===== src/rtl/gmp_demapper_if.sv =====
// Deframer-to-demapper bundle: frame parameters and payload slots in, extracted data and status out.
// The master side is the deframer/client pair, the slave side is the demapper.
interface gmp_demapper_if #(
   parameter int MPT_W  = 8,
   parameter int DATA_W = 8
);
   logic [MPT_W-1:0]  pm;
   logic [MPT_W-1:0]  cm;
   logic              sof;
   logic              valid_in;
   logic [DATA_W-1:0] data_in;
   logic              ds_in;
   logic [DATA_W-1:0] data_out;
   logic              data_valid;
   logic              sof_out;
   logic              eof_out;
   logic [MPT_W-1:0]  data_cnt;
   logic              input_err;
   logic              ds_mismatch;
   logic              err_sof_early;
   logic              err_sof_late;

   modport master (
      output pm, cm, sof, valid_in, data_in, ds_in,
      input  data_out, data_valid, sof_out, eof_out, data_cnt,
             input_err, ds_mismatch, err_sof_early, err_sof_late
   );

   modport slave (
      input  pm, cm, sof, valid_in, data_in, ds_in,
      output data_out, data_valid, sof_out, eof_out, data_cnt,
             input_err, ds_mismatch, err_sof_early, err_sof_late
   );
endinterface


===== src/rtl/gmp_demapper.sv =====
// GMP demapper: regenerates the per-slot data/stuff decision from Pm/Cm, strips stuff words,
// and flags far-end indicator disagreements and framing errors. All outputs registered.
module gmp_demapper #(
   parameter int MPT_W  = 8,
   parameter int DATA_W = 8
) (
   input logic            clk,
   input logic            rst,
   gmp_demapper_if.slave  bus
);
   typedef enum logic {IDLE, RUN} state_t;

   state_t            r_state, w_stateNext;
   logic [MPT_W-1:0]  r_pm, w_pmNext;
   logic [MPT_W-1:0]  r_cm, w_cmNext;
   logic [MPT_W-1:0]  r_acc, w_accNext;
   logic [MPT_W-1:0]  r_slot, w_slotNext;
   logic [MPT_W-1:0]  r_cnt, w_cntNext;
   logic [DATA_W-1:0] r_dataOut, w_dataOutNext;
   logic              r_dataValid, w_dataValidNext;
   logic              r_sofOut, w_sofOutNext;
   logic              r_eofOut, w_eofOutNext;
   logic [MPT_W-1:0]  r_dataCnt, w_dataCntNext;
   logic              r_inputErr, w_inputErrNext;
   logic              r_dsMismatch, w_dsMismatchNext;
   logic              r_errEarly, w_errEarlyNext;
   logic              r_errLate, w_errLateNext;

   logic [MPT_W:0]    w_sum;
   logic              w_wrap;
   logic [MPT_W-1:0]  w_accStep;
   logic [MPT_W-1:0]  w_slotInc;
   logic [MPT_W-1:0]  w_cntInc;

   // acc stays below pm, so the modular MPT_W-bit subtraction yields the exact remainder.
   assign w_sum     = {1'b0, r_acc} + {1'b0, r_cm};
   assign w_wrap    = (w_sum >= {1'b0, r_pm});
   assign w_accStep = w_wrap ? (r_acc + r_cm - r_pm) : (r_acc + r_cm);
   assign w_slotInc = r_slot + 1'b1;
   assign w_cntInc  = r_cnt + {{(MPT_W-1){1'b0}}, w_wrap};

   always_comb begin
      w_stateNext      = r_state;
      w_pmNext         = r_pm;
      w_cmNext         = r_cm;
      w_accNext        = r_acc;
      w_slotNext       = r_slot;
      w_cntNext        = r_cnt;
      w_dataOutNext    = r_dataOut;
      w_dataValidNext  = 1'b0;
      w_sofOutNext     = 1'b0;
      w_eofOutNext     = 1'b0;
      w_dataCntNext    = r_dataCnt;
      w_inputErrNext   = r_inputErr;
      w_dsMismatchNext = 1'b0;
      w_errEarlyNext   = 1'b0;
      w_errLateNext    = 1'b0;

      if (bus.sof) begin
         w_pmNext       = bus.pm;
         w_cmNext       = bus.cm;
         w_accNext      = '0;
         w_slotNext     = '0;
         w_cntNext      = '0;
         w_sofOutNext   = 1'b1;
         w_errEarlyNext = (r_state == RUN);
         if ((bus.pm != '0) && (bus.cm <= bus.pm)) begin
            w_stateNext    = RUN;
            w_inputErrNext = 1'b0;
         end else begin
            w_stateNext    = IDLE;
            w_inputErrNext = 1'b1;
         end
      end else if (bus.valid_in) begin
         if (r_state == IDLE) begin
            w_errLateNext = 1'b1;
         end else begin
            w_accNext        = w_accStep;
            w_slotNext       = w_slotInc;
            w_cntNext        = w_cntInc;
            w_dsMismatchNext = (bus.ds_in != w_wrap);
            if (w_wrap) begin
               w_dataOutNext   = bus.data_in;
               w_dataValidNext = 1'b1;
            end
            if (w_slotInc == r_pm) begin
               w_eofOutNext  = 1'b1;
               w_dataCntNext = w_cntInc;
               w_stateNext   = IDLE;
            end
         end
      end
   end

   always_ff @(posedge clk or posedge rst) begin
      if (rst) begin
         r_state      <= IDLE;
         r_pm         <= '0;
         r_cm         <= '0;
         r_acc        <= '0;
         r_slot       <= '0;
         r_cnt        <= '0;
         r_dataOut    <= '0;
         r_dataValid  <= 1'b0;
         r_sofOut     <= 1'b0;
         r_eofOut     <= 1'b0;
         r_dataCnt    <= '0;
         r_inputErr   <= 1'b0;
         r_dsMismatch <= 1'b0;
         r_errEarly   <= 1'b0;
         r_errLate    <= 1'b0;
      end else begin
         r_state      <= w_stateNext;
         r_pm         <= w_pmNext;
         r_cm         <= w_cmNext;
         r_acc        <= w_accNext;
         r_slot       <= w_slotNext;
         r_cnt        <= w_cntNext;
         r_dataOut    <= w_dataOutNext;
         r_dataValid  <= w_dataValidNext;
         r_sofOut     <= w_sofOutNext;
         r_eofOut     <= w_eofOutNext;
         r_dataCnt    <= w_dataCntNext;
         r_inputErr   <= w_inputErrNext;
         r_dsMismatch <= w_dsMismatchNext;
         r_errEarly   <= w_errEarlyNext;
         r_errLate    <= w_errLateNext;
      end
   end

   assign bus.data_out      = r_dataOut;
   assign bus.data_valid    = r_dataValid;
   assign bus.sof_out       = r_sofOut;
   assign bus.eof_out       = r_eofOut;
   assign bus.data_cnt      = r_dataCnt;
   assign bus.input_err     = r_inputErr;
   assign bus.ds_mismatch   = r_dsMismatch;
   assign bus.err_sof_early = r_errEarly;
   assign bus.err_sof_late  = r_errLate;
endmodule


===== src/flat_wrapper.sv =====
// flat-port wrapper written by rule: the top's interface ports become plain ports
module gmp_demapper_flat 
#(
   parameter int MPT_W  = 8,
   parameter int DATA_W = 8
)
  (clk, rst, bus_pm, bus_cm, bus_sof, bus_valid_in, bus_data_in, bus_ds_in, bus_data_out, bus_data_valid, bus_sof_out, bus_eof_out, bus_data_cnt, bus_input_err, bus_ds_mismatch, bus_err_sof_early, bus_err_sof_late);
  gmp_demapper_if #(.MPT_W(MPT_W), .DATA_W(DATA_W)) bus_i ();
  input logic clk;
  input logic rst;
  input wire logic [$bits(bus_i.pm)-1:0] bus_pm;
  input wire logic [$bits(bus_i.cm)-1:0] bus_cm;
  input wire logic [$bits(bus_i.sof)-1:0] bus_sof;
  input wire logic [$bits(bus_i.valid_in)-1:0] bus_valid_in;
  input wire logic [$bits(bus_i.data_in)-1:0] bus_data_in;
  input wire logic [$bits(bus_i.ds_in)-1:0] bus_ds_in;
  output wire logic [$bits(bus_i.data_out)-1:0] bus_data_out;
  output wire logic [$bits(bus_i.data_valid)-1:0] bus_data_valid;
  output wire logic [$bits(bus_i.sof_out)-1:0] bus_sof_out;
  output wire logic [$bits(bus_i.eof_out)-1:0] bus_eof_out;
  output wire logic [$bits(bus_i.data_cnt)-1:0] bus_data_cnt;
  output wire logic [$bits(bus_i.input_err)-1:0] bus_input_err;
  output wire logic [$bits(bus_i.ds_mismatch)-1:0] bus_ds_mismatch;
  output wire logic [$bits(bus_i.err_sof_early)-1:0] bus_err_sof_early;
  output wire logic [$bits(bus_i.err_sof_late)-1:0] bus_err_sof_late;
  assign bus_i.pm = bus_pm;
  assign bus_i.cm = bus_cm;
  assign bus_i.sof = bus_sof;
  assign bus_i.valid_in = bus_valid_in;
  assign bus_i.data_in = bus_data_in;
  assign bus_i.ds_in = bus_ds_in;
  assign bus_data_out = bus_i.data_out;
  assign bus_data_valid = bus_i.data_valid;
  assign bus_sof_out = bus_i.sof_out;
  assign bus_eof_out = bus_i.eof_out;
  assign bus_data_cnt = bus_i.data_cnt;
  assign bus_input_err = bus_i.input_err;
  assign bus_ds_mismatch = bus_i.ds_mismatch;
  assign bus_err_sof_early = bus_i.err_sof_early;
  assign bus_err_sof_late = bus_i.err_sof_late;
  gmp_demapper #(.MPT_W(MPT_W), .DATA_W(DATA_W)) u_core (.clk(clk), .rst(rst), .bus(bus_i));
endmodule

===== config.mk =====
export PLATFORM = sky130hd
export DESIGN_NAME = gmp_demapper_flat
export DESIGN_NICKNAME = d
export VERILOG_FILES = /design/src/rtl/gmp_demapper_if.sv /design/src/rtl/gmp_demapper.sv /design/src/flat_wrapper.sv
export SDC_FILE = /design/constraint.sdc
export NUM_CORES = 1
export LEC_CHECK = 0
export CAP_MARGIN = 20
export CORE_MARGIN = 1.5
export CORE_UTILIZATION = 50
export DETAILED_ROUTE_END_ITERATION = 7
export PLACE_DENSITY = 0.74
export SYNTH_ARGS = -nofsm -noshare
export SYNTH_HDL_FRONTEND = slang
export SYNTH_SLANG_ARGS = --single-unit
export TNS_END_PERCENT = 30

===== constraint.sdc =====
create_clock -name clk -period 9.6 [get_ports clk]
set_input_delay 1.44 -clock clk [delete_from_list [all_inputs] [get_ports clk]]
set_output_delay 1.44 -clock clk [all_outputs]
set_load 0.05 [all_outputs]

==> summary.md, run 1 <==
| Metric | Value |
|---|---|
| Final period demand of the worst path | `4443 ps` |
| Clock slew at the register clock pins of the worst setup and hold paths | `70 ps` |
| Worst Setup Start Kind | `flop` |
| Flip-flop and latch count after synthesis | `64` |
| Number of buffer cells added on primary ports | `51` |
| Number of buffers inserted for hold repair after clock tree synthesis | `0` |
| Period Utilization, post-route | `0.4629` |
| Maximum number of pins on one net before global-route repair | `65` |
| Net count after synthesis | `445` |
| Combined area of the multi-input logic cells | `2073 um2` |
| Post-CTS setup-driven buffer insertion count | `0` |
| Slew @ Worst Pin | `771.2 ps` |
| DRC errors left | `0` |
| Global-route wire length before repair | `roughly 14,000 um` |
| Number of clock sinks | `64` |
| Clock root buffer | `clkbuf_8` |
| Yosys warns | `0` |
| Worst-case vdd ir drop | `0.0001172 V` |
| Worst setup path category | `reg2reg` |
| Number of unique standard cell types used by synthesis | `52` |
| Final net count | `496` |
| Antenna violations before repair | `0` |
| Yosys top cell area share | `0.4169` |
| # H-tree levels | `3` |
| Number of setup violations in the final report | `0` |
| Die X-Extent | `90.65 um` |
| CTS tree | `built` |
| Starting Density | `0.5240` |
| Count of endpoints failing hold in the final timing report | `0` |
| Number of vias in the routed layout | `about 3.0k` |
| Primary FF master, synth | `dfrtp_1` |
| Top layer in use | `met4` |
| Leading cell types by total area after synthesis | `dfrtp_1 42%, ha_1 8.8%, mux2_2 4.7%, xnor2_1 4.3%, xor2_1 3.2%` |
| Number of buffers created by CTS | `9` |
| Arrival time at the worst endpoint | `4650 ps` |
| Half-perimeter wire length after detailed placement | `6144 um` |
| Storage cell area | `1602 um2` |
| Most common cell after layout, fill and taps aside | `dfrtp_1` |
| Cell area after layout | `4633 um2` |
| Total Negative Setup Slacks | `0 ps` |
| Wire length per cell | `15.21 um` |
| Antenna diodes | `0` |
| Number of flops mapped to enable cells by yosys | `0` |
| Detailed-routing wirelength on met1 | `~3700 um` |
| Count of boundary I/O pins | `52` |
| Worst Setup End Kind | `flop` |
| Cell type contributing the most total cell area after synthesis | `dfrtp_1` |
| Cell Area, Synth | `3841 um2` |
| Number of global-route vias before repair | `just over 3k` |
| Die Outline Area | `8217 um2` |
| Worst clock skew on the final layout | `12.76 ps` |
| Relative slew slack | `0.4858` |
| Required time reported for the critical path endpoint | `a little under 10,000 ps` |
| Count of final max-slew check failures | `0` |
| RSZ-0062 raised after global routing | `no` |
| Area overhead of the layout relative to synthesis | `20.62%` |
| DR WL met2 | `3945 um` |
| Largest fanout on the critical path | `9` |
| Share of the yosys chip area belonging to registers | `0.4169` |
| Min-Delay Path Class | `reg2reg` |
| F_max | `225.1 MHz` |
| Fill cells | `608` |
| Leading cell types in the layout, fill and taps excluded | `64 x dfrtp_1, 50 x clkdlybuf4s50_1, 32 x nand2_1, 27 x nor2_1, 27 x ha_1` |
| Height of the die | `90.65 um` |
| Synthesized instance count | `387` |
| Total detailed-routing wirelength | `8243 um` |
| Placeable core region | `7331 um2` |
| Iteration count of the initial detailed-routing pass | `4` |
| DR WL met3 | `around 400 um` |
| Number of vias per cell after detailed routing | `between 5 and 6` |
| Standard-cell row count | `31` |
| Clock insertion delay at the later pin of the skew report | `between 300 and 400 ps` |
| Share of flip-flops with an asynchronous set or reset after synthesis | `1.000` |
| Run status | `completed` |
| Count of maximum capacitance violations | `0` |
| Placed Area | `4417 um2` |
| Overflow left after global routing | `0` |
| Average instance area after synthesis | `9.926 um2` |
| CTS Buffer Depth | `2` |
| Post-CTS sizing | `0` |
| Leakage power summed over all cells | `2.096 nW` |
| Tot GR Track Use | `0.2164` |
| Initial detailed-routing violation count | `142` |
| Placer's final routability congestion estimate | `0.8960` |
| Number of nets with antenna violations after detailed routing | `0` |
| Final worst hold slack | `484.3 ps` |
| Share of cells above drive strength 1 | `0.1129` |
| Placement Setup Slack | `5187 ps` |
| Worst Setup Slack, final | `5157 ps` |
| Pwr dens | `~210 nW/um2` |
-- where the power goes --
part	internal, mW	switching, mW	total [mW]
sequential	0.305	0.0210	0.325
combinational	0.163	0.245	0.408
clock	0.141	0.103	0.245
-- logic make-up after synthesis --
group,share of synthesized area
AND/OR/NAND/NOR,0.1508
multiplexers,0.08599
AO/OA/AOI/OAI,0.1293
adder cells (fa/ha/maj),0.09837
XOR/XNOR,0.07525
flip-flops,0.4169
buffers and inverters,0.04332
-- final cells by class --
| cell class | count | area share |
|---|---|---|
| Clock inverter | 4 | 0.01107 |
| Sequential cell | 64 | 0.3457 |
| Timing Repair Buffer | 53 | 0.1123 |
| Multi-Input combinational cell | 284 | 0.4475 |
| Clock buffer | 12 | 0.03565 |
| Tap cell | 99 | 0.02674 |
| Inverter | 26 | 0.02106 |
-- per-layer routing --
metal,track usage,up-vias
met2,0.3590,84
met4,0.08862,0
li1,-,1466
met5,0,-
met3,0.03283,13
met1,0.2822,1409
-- worst max-delay path, cell delays in order, from the launching register on --
cell and delay [ps]:
dfrtp_1 380, ha_1 230, inv_1 70, fa_1 200, nor2b_1 60, o31a_1 280
or4b_2 610, nand3_1 130, ha_1 270, and3_1 200, a21boi_0 150, o21ai_1 550
nand2_1 130, ha_1 220, ha_1 220, nand3_1 150, nor2_1 80, nand3_1 140
xor2_1 190, nor2_1 60
-- registers in the layout, summed over array words and instances, names as in the netlist, 8 cells and up --
signal,count
u_core.bus.data_out,8
u_core.r_cm,8
u_core.r_pm,8
u_core.r_slot,8
u_core.r_acc,8
u_core.r_cnt,8
u_core.bus.data_cnt,8
-- final timing paths --
path	startpoint	endpoint	slack, ps	depth (start not counted)
min in group asynchronous	rst	u_core.bus.data_cnt[5]$_DFFE_PP0P_	1650	3
min	u_core.bus.input_err$_DFFE_PP0P_	u_core.bus.input_err$_DFFE_PP0P_	480	1
max	u_core.r_acc[0]$_DFFE_PP0P_	u_core.r_cnt[6]$_DFFE_PP0P_	5160	19
min reg2reg	u_core.bus.input_err$_DFFE_PP0P_	u_core.bus.input_err$_DFFE_PP0P_	480	1
max in group asynchronous	rst	u_core.r_acc[2]$_DFFE_PP0P_	7440	3
max reg2reg	u_core.r_acc[0]$_DFFE_PP0P_	u_core.r_cnt[6]$_DFFE_PP0P_	5160	19
-- stage by stage --
| step | instances | utilization | total power, mW |
|---|---|---|---|
| after floorplan | 387 | - | 0.6250 |
| after global placement | 526 | 0.6025 | 0.7336 |
| after detailed placement | 526 | 0.6025 | 0.7375 |
| after CTS | 542 | 0.6320 | 0.9809 |
| after global routing | 542 | 0.6320 | 1.038 |
| final | 542 | 0.6320 | 0.9778 |
-- cell usage after synthesis, types with 4 or more instances --
cell / instances
a211oi_1: 4
nor2_1: 27
nor3_1: 13
xor2_1: 14
clkbuf_1: 6
nand4_1: 5
ha_1: 27
xnor2_1: 19
o21ai_0: 21
nand2_1: 32
nor2b_1: 7
mux2_4: 8
a21oi_1: 17
o21bai_1: 5
inv_1: 26
nand3_1: 13
dfrtp_1: 64
o21a_1: 4
mux2_2: 16
a21o_1: 5
nor4_1: 6
Power figures use the tool's default switching activity.
==> run 2: changes to the inputs <==
==> constraint.sdc (replaced) <==
create_clock -name clk -period 4.6 [get_ports clk]
set_input_delay 0.69 -clock clk [delete_from_list [all_inputs] [get_ports clk]]
set_output_delay 0.69 -clock clk [all_outputs]
set_load 0.05 [all_outputs]
==> run 2 against run 1 <==
Sequential share of layout area decreased by 0.19 points. Via count about the same. Non-clock buffer count increased by 2. Sequential cell count unchanged. Combinational power increased by 110%. Clock skew increased by 2.9 ps. Clock power increased by 120%. Setup slack got worse by 4800 ps. Critical endpoint is now u_core.bus.data_cnt[7]$_DFFE_PP0P_.
==> summary.md, run 2 (synthesis results as in run 1) <==
| Metric | Value |
|---|---|
| Clock insertion delay at the later pin of the skew report | `350 ps (was 340 ps)` |
| Worst Setup Start Kind | `flop (unchanged)` |
| Wire length per cell | `14.97 um (was 15.21 um)` |
| Largest fanout on the critical path | `4 (was 9)` |
| Number of clock sinks | `64 (unchanged)` |
| Clock slew at the register clock pins of the worst setup and hold paths | `80 ps (was 70 ps)` |
| Number of global-route vias before repair | `3,006 (was 3,094)` |
| Antenna diodes | `0 (unchanged)` |
| CTS Buffer Depth | `2 (unchanged)` |
| Post-CTS setup-driven buffer insertion count | `0 (unchanged)` |
| Number of vias per cell after detailed routing | `5.465 (was 5.483)` |
| Slew @ Worst Pin | `621.1 ps (was 771.2 ps)` |
| Number of vias in the routed layout | `2,973 (was 2,972)` |
| Final net count | `498 (was 496)` |
| Worst Setup End Kind | `flop (unchanged)` |
| Min-Delay Path Class | `reg2reg (unchanged)` |
| Placer's final routability congestion estimate | `0.9381 (was 0.8960)` |
| Initial detailed-routing violation count | `150 (was 142)` |
| Leakage power summed over all cells | `2.107 nW (was 2.096 nW)` |
| Leading cell types in the layout, fill and taps excluded | `64 x dfrtp_1, 50 x clkdlybuf4s50_1, 32 x nand2_1, 27 x nor2_1, 27 x ha_1 (unchanged)` |
| Final period demand of the worst path | `4203 ps (was 4443 ps)` |
| Count of final max-slew check failures | `0 (unchanged)` |
| Most common cell after layout, fill and taps aside | `dfrtp_1 (unchanged)` |
| Number of setup violations in the final report | `0 (unchanged)` |
| Global-route wire length before repair | `14,200 um (was 14,240 um)` |
| Height of the die | `90.65 um (unchanged)` |
| Relative slew slack | `0.5849 (was 0.4858)` |
| Clock root buffer | `clkbuf_8 (unchanged)` |
| Half-perimeter wire length after detailed placement | `6137 um (was 6144 um)` |
| Total Negative Setup Slacks | `0 ps (unchanged)` |
| Arrival time at the worst endpoint | `4450 ps (was 4650 ps)` |
| Final standard cell utilization of the core | `0.6354 (was 0.6320)` |
| Worst clock skew on the final layout | `15.69 ps (was 12.76 ps)` |
| CTS tree | `built (unchanged)` |
| Number of buffer cells added on primary ports | `51 (unchanged)` |
| Endpoint of the worst-slack reg-to-reg timing path | `u_core.bus.data_cnt[7]$_DFFE_PP0P_ (was u_core.r_cnt[6]$_DFFE_PP0P_)` |
| Critical Path, Cell by Cell | `ha_1 -> inv_1 -> fa_1 -> nor2b_1 -> o31a_1 -> or4b_2 -> nand3_1 -> ha_1 -> and3_1 -> a21boi_0 -> o21ai_1 -> nand2_1 -> ha_1 -> nand3_1 -> nor2_1 -> nand3_1 -> xnor2_1 -> mux2_4 (was ha_1 -> inv_1 -> fa_1 -> nor2b_1 -> o31a_1 -> or4b_2 -> nand3_1 -> ha_1 -> and3_1 -> a21boi_0 -> o21ai_1 -> nand2_1 -> ha_1 -> ha_1 -> nand3_1 -> nor2_1 -> nand3_1 -> xor2_1 -> nor2_1)` |
| Cell area after layout | `4658 um2 (was 4633 um2)` |
| RSZ-0062 raised after global routing | `no (unchanged)` |
| Count of boundary I/O pins | `52 (unchanged)` |
| Slack of the worst reg-to-reg path | `400 ps (was 5160 ps)` |
| Launching point of the worst reg2reg path | `u_core.r_acc[0]$_DFFE_PP0P_ (unchanged)` |
| Standard-cell row count | `31 (unchanged)` |
| Iteration count of the initial detailed-routing pass | `4 (unchanged)` |
| Placed Area | `4432 um2 (was 4417 um2)` |
| DRC errors left | `0 (unchanged)` |
| Start point of the worst hold path | `u_core.r_state$_DFFE_PP0P_ (was u_core.bus.input_err$_DFFE_PP0P_)` |
| Cell depth of the worst flop-to-flop path | `18 (was 19)` |
| Die Outline Area | `8217 um2 (unchanged)` |
| Worst Setup Slack, final | `397.1 ps (was 5157 ps)` |
| Tot GR Track Use | `0.2170 (was 0.2164)` |
| F_max | `237.9 MHz (was 225.1 MHz)` |
| Number of nets with antenna violations after detailed routing | `0 (unchanged)` |
| Critical path's largest stage delay | `610 ps (about the same)` |
| Run status | `completed (unchanged)` |
| Master of the slowest instance on the critical path | `or4b_2 (unchanged)` |
| Pwr dens | `450.7 nW/um2 (was 211.0 nW/um2)` |
| Die X-Extent | `90.65 um (unchanged)` |
| Count of endpoints failing hold in the final timing report | `0 (unchanged)` |
| Antenna violations before repair | `0 (unchanged)` |
| Placeable core region | `7331 um2 (unchanged)` |
| Overflow left after global routing | `0 (unchanged)` |
| Number of buffers created by CTS | `9 (unchanged)` |
| Worst-case vdd ir drop | `0.0001939 V (was 0.0001172 V)` |
| Period Utilization, post-route | `0.9137 (was 0.4629)` |
| Placement Setup Slack | `440.0 ps (was 5187 ps)` |
| Starting Density | `0.5240 (unchanged)` |
| # H-tree levels | `3 (unchanged)` |
| Maximum number of pins on one net before global-route repair | `57 (was 65)` |
| Fill cells | `624 (was 608)` |
| Total detailed-routing wirelength | `8143 um (was 8243 um)` |
| Area overhead of the layout relative to synthesis | `21.27% (was 20.62%)` |
| Number of buffers inserted for hold repair after clock tree synthesis | `0 (unchanged)` |
| Share of cells above drive strength 1 | `0.1169 (was 0.1129)` |
| Post-CTS sizing | `0 (unchanged)` |
| Required time reported for the critical path endpoint | `4840 ps (was 9810 ps)` |
| Worst hold stages | `1 (unchanged)` |
| Worst setup path category | `reg2reg (unchanged)` |
| Count of maximum capacitance violations | `0 (unchanged)` |
| Worst Hold Path EP | `u_core.bus.err_sof_late$_DFF_PP0_ (was u_core.bus.input_err$_DFFE_PP0P_)` |
==> run 2: cell types whose count changed in the layout (fill, tap and decap cells not counted) <==
| cell | delta |
|---|---|
| buf_4 | +2 |
| bufinv_16 | +1 |
| clkbuf_8 | -3 |
| clkinv_2 | -1 |
| clkinv_4 | +1 |
| inv_6 | +2 |
==> run 2: how the worst max path moves through the flow <==
stage	startpoint	end	slack [ps]	cells after the start
4_1_cts	u_core.r_acc[0]$_DFFE_PP0P_	u_core.bus.data_cnt[7]$_DFFE_PP0P_	420	18
2_1_floorplan	u_core.r_acc[0]$_DFFE_PP0P_	u_core.bus.data_cnt[6]$_DFFE_PP0P_	540	18
3_5_place_dp	u_core.r_acc[0]$_DFFE_PP0P_	u_core.bus.data_cnt[7]$_DFFE_PP0P_	440	18
3_3_place_gp	u_core.r_acc[0]$_DFFE_PP0P_	u_core.bus.data_cnt[7]$_DFFE_PP0P_	670	18
6_report	u_core.r_acc[0]$_DFFE_PP0P_	u_core.bus.data_cnt[7]$_DFFE_PP0P_	400	18
5_1_grt	u_core.r_acc[0]$_DFFE_PP0P_	u_core.bus.data_cnt[7]$_DFFE_PP0P_	120	18
==> run 2: through the flow <==
step,cells,hold slack (ps),total power [mW]
final,544,498.4,2.099
after floorplan,387,450.1,1.304
after detailed placement,528,488.5,1.563
after global routing,544,535.2,2.223
after global placement,528,469.8,1.544
after CTS,544,507.1,2.111
==> run 2: report_power, final <==
group | total [mW] | internal [mW] | switching [mW]
combinational | 0.875 | 0.353 | 0.522
clock | 0.545 | 0.310 | 0.235
sequential | 0.679 | 0.635 | 0.0435
total | 2.10 | 1.30 | 0.801
==> run 2: per-layer routing <==
layer,vias up,GRT usage,wire length [um]
met4,0,0.07804,152
met1,1399,0.2856,3844
met5,-,0,0
met2,87,0.3534,3746
met3,17,0.04461,400
li1,1470,-,-
==> run 2: layout make-up <==
| class | count | area [um2] | area share |
|---|---|---|---|
| multi-input cells | 284 | 2073 | 0.4451 |
| inverters | 26 | 97.59 | 0.02095 |
| clock buffers | 9 | 123.9 | 0.02659 |
| clock inverters | 7 | 102.6 | 0.02203 |
| well taps | 99 | 123.9 | 0.02659 |
| flip-flops and latches | 64 | 1602 | 0.3438 |
| repair buffers | 55 | 535.5 | 0.1150 |
==> run 2: critical path: cells and delay by family, from the launching register on <==
kind	cells	cell delay (ps)
and+or+nand+nor	8	1730
adders and majority gates	4	800
AOI/OAI and AO/OA	3	720
DFF	1	380
muxes	1	260
xor gates and xnor gates	1	150
buffers and inverters	1	80
==> run 3: changes to the inputs <==
--- a/config.mk
+++ b/config.mk
@@ -8,6 +8,7 @@
 export CAP_MARGIN = 20
 export CORE_MARGIN = 1.5
 export CORE_UTILIZATION = 50
+export CTS_BUF_LIST = sky130_fd_sc_hd__clkbuf_2
 export DETAILED_ROUTE_END_ITERATION = 7
 export PLACE_DENSITY = 0.74
 export SYNTH_ARGS = -nofsm -noshare
==> run 3 against run 2 <==
Total power decreased by 6.4%. Clock skew increased by 27 ps. First-iteration DRC count decreased by 2.7%. Combinational power barely moved. Setup slack improved by 16 ps. Sequential power about the same. Largest cell class unchanged.
==> summary.md, run 3 (synthesis results as in run 1) <==
| Metric | Value |
|---|---|
| Number of buffer cells added on primary ports | `51 (unchanged)` |
| Maximum number of pins on one net before global-route repair | `57 (unchanged)` |
| Placer's final routability congestion estimate | `0.9381 (unchanged)` |
| Switching power share of the total | `0.4027 (was 0.3814)` |
| Count of boundary I/O pins | `52 (unchanged)` |
| RSZ-0062 raised after global routing | `no (unchanged)` |
| Final worst hold slack | `502.5 ps (was 498.4 ps)` |
| Placeable core region | `7331 um2 (unchanged)` |
| Antenna violations before repair | `0 (unchanged)` |
| Initial detailed-routing violation count | `146 (was 150)` |
| Fill cells | `639 (was 624)` |
| Relative slew slack | `0.5869 (was 0.5849)` |
| Clock slew at the register clock pins of the worst setup and hold paths | `220 ps (was 80 ps)` |
| Global-route wire length before repair | `14,230 um (was 14,200 um)` |
| Share of cells above drive strength 1 | `0.1169 (unchanged)` |
| Leading cell types in the layout, fill and taps excluded | `64 x dfrtp_1, 50 x clkdlybuf4s50_1, 32 x nand2_1, 27 x nor2_1, 27 x ha_1 (unchanged)` |
| Arrival time at the worst endpoint | `4640 ps (was 4450 ps)` |
| Worst-case vdd ir drop | `0.0001807 V (was 0.0001939 V)` |
| Number of global-route vias before repair | `3,033 (was 3,006)` |
| Total Negative Setup Slacks | `0 ps (unchanged)` |
| Count of maximum capacitance violations | `0 (unchanged)` |
| Final net count | `498 (unchanged)` |
| Worst Setup Start Kind | `flop (unchanged)` |
| Area overhead of the layout relative to synthesis | `19.22% (was 21.27%)` |
| Number of buffers inserted for hold repair after clock tree synthesis | `0 (unchanged)` |
| Number of nets with antenna violations after detailed routing | `0 (unchanged)` |
| Number of setup violations in the final report | `0 (unchanged)` |
| Standard-cell row count | `31 (unchanged)` |
| Leakage power summed over all cells | `2.079 nW (was 2.107 nW)` |
| Total design power | `1.964 mW (was 2.099 mW)` |
| DRC errors left | `0 (unchanged)` |
| Part of the total power dissipated in the clock network | `0.209 (was 0.260)` |
| Internal power summed over all cells | `1.173 mW (was 1.299 mW)` |
| Post-CTS sizing | `0 (unchanged)` |
| Count of final max-slew check failures | `0 (unchanged)` |
| Height of the die | `90.65 um (unchanged)` |
| Period Utilization, post-route | `0.9103 (was 0.9137)` |
| Final period demand of the worst path | `4187 ps (was 4203 ps)` |
| Count of endpoints failing hold in the final timing report | `0 (unchanged)` |
| CTS tree | `built (unchanged)` |
| Required time reported for the critical path endpoint | `5050 ps (was 4840 ps)` |
| Die X-Extent | `90.65 um (unchanged)` |
| Final standard cell utilization of the core | `0.6247 (was 0.6354)` |
| Wire length per cell | `15.04 um (was 14.97 um)` |
| F_max | `238.8 MHz (was 237.9 MHz)` |
| Run status | `completed (unchanged)` |
| Tot GR Track Use | `0.2169 (was 0.2170)` |
| Die Outline Area | `8217 um2 (unchanged)` |
| Number of vias per cell after detailed routing | `5.494 (was 5.465)` |
| Worst clock skew on the final layout | `42.28 ps (was 15.69 ps)` |
| Starting Density | `0.5240 (unchanged)` |
| Post-CTS setup-driven buffer insertion count | `0 (unchanged)` |
| Overflow left after global routing | `0 (unchanged)` |
| Number of clock sinks | `64 (unchanged)` |
| CTS Buffer Depth | `2 (unchanged)` |
| Half-perimeter wire length after detailed placement | `6137 um (unchanged)` |
| Number of vias in the routed layout | `2,989 (was 2,973)` |
| Number of buffers created by CTS | `9 (unchanged)` |
| Clock insertion delay at the later pin of the skew report | `520 ps (was 350 ps)` |
| Cell area after layout | `4579 um2 (was 4658 um2)` |
| Pwr dens | `429.0 nW/um2 (was 450.7 nW/um2)` |
| Iteration count of the initial detailed-routing pass | `4 (unchanged)` |
| Worst Setup End Kind | `flop (unchanged)` |
| Worst setup path category | `reg2reg (unchanged)` |
| Antenna diodes | `0 (unchanged)` |
| Min-Delay Path Class | `in2reg (was reg2reg)` |
| Comb power frac | `0.445 (was 0.417)` |
| Most common cell after layout, fill and taps aside | `dfrtp_1 (unchanged)` |
| Clock root buffer | `clkbuf_2 (was clkbuf_8)` |
| Sequential power share | `0.345 (was 0.323)` |
| Largest fanout on the critical path | `4 (unchanged)` |
| # H-tree levels | `3 (unchanged)` |
| Net Switching | `0.7910 mW (was 0.8006 mW)` |
| Total detailed-routing wirelength | `8184 um (was 8143 um)` |
| Slew @ Worst Pin | `618.1 ps (was 621.1 ps)` |
| Placed Area | `4432 um2 (unchanged)` |
==> run 3: cell count changes in the layout (fill, tap and decap cells not counted) <==
cell and change:
clkbuf_2 +9, clkbuf_8 -9
==> run 3: final cells by class <==
cell class                 count  area [um2]  share of cell area
inverter                      26       97.59             0.02131
tap                           99       123.9             0.02705
clock inverter                 7       102.6             0.02240
timing repair buffer          55       535.5              0.1169
multi-input combinational    284        2073              0.4527
sequential                    64        1602              0.3497
clock buffer                   9       45.04            0.009836
==> run 3: metal layers <==
metal  GRT usage  wire (um)  share of wire  up-vias
met5           0          0              0        -
met4     0.08201        151          0.018        0
met3     0.03451        390          0.048       17
met2      0.3590       3791           0.46       90
met1      0.2850       3850           0.47     1410
li1            -          -              -     1472
==> run 3: power by group through the flow <==
stage	Sequential (mW)	Clock (mW)	Combinational, mW
6_report	0.678	0.412	0.875
5_1_grt	0.691	0.447	0.948
4_1_cts	0.679	0.420	0.875
3_5_place_dp	0.690	0	0.873
3_3_place_gp	0.686	0	0.859
2_1_floorplan	0.830	0	0.474
==> run 3: final timing paths <==
| path | from | end | slack, ps | depth (start not counted) |
|---|---|---|---|---|
| max reg2reg | u_core.r_acc[0]$_DFFE_PP0P_ | u_core.bus.data_cnt[7]$_DFFE_PP0P_ | 410 | 18 |
| min in group asynchronous | rst | u_core.bus.data_cnt[6]$_DFFE_PP0P_ | 510 | 2 |
| max | u_core.r_acc[0]$_DFFE_PP0P_ | u_core.bus.data_cnt[7]$_DFFE_PP0P_ | 410 | 18 |
| min | bus_sof | u_core.bus.ds_mismatch$_DFF_PP0_ | 500 | 3 |
| min reg2reg | u_core.r_state$_DFFE_PP0P_ | u_core.bus.err_sof_late$_DFF_PP0_ | 520 | 1 |
| max in group asynchronous | rst | u_core.r_cm[2]$_DFFE_PP0P_ | 3180 | 3 |
==> run 3: through the flow <==
step | setup WS [ps] | std cells
4_1_cts | 432.1 | 544
3_5_place_dp | 440.0 | 528
3_3_place_gp | 666.0 | 528
2_1_floorplan | 543.2 | 387
5_1_grt | 133.4 | 544
6_report | 412.7 | 544
==> run 3: critical path: stages, from the launching register on <==
cell and delay (ps):
dfrtp_1 420, ha_1 230, inv_1 80, fa_1 200, nor2b_1 70, o31a_1 280
or4b_2 610, nand3_1 140, ha_1 200, and3_1 190, a21boi_0 310, o21ai_1 130
nand2_1 100, ha_1 180, nand3_1 160, nor2_1 310, nand3_1 150, xnor2_1 150
mux2_4 260
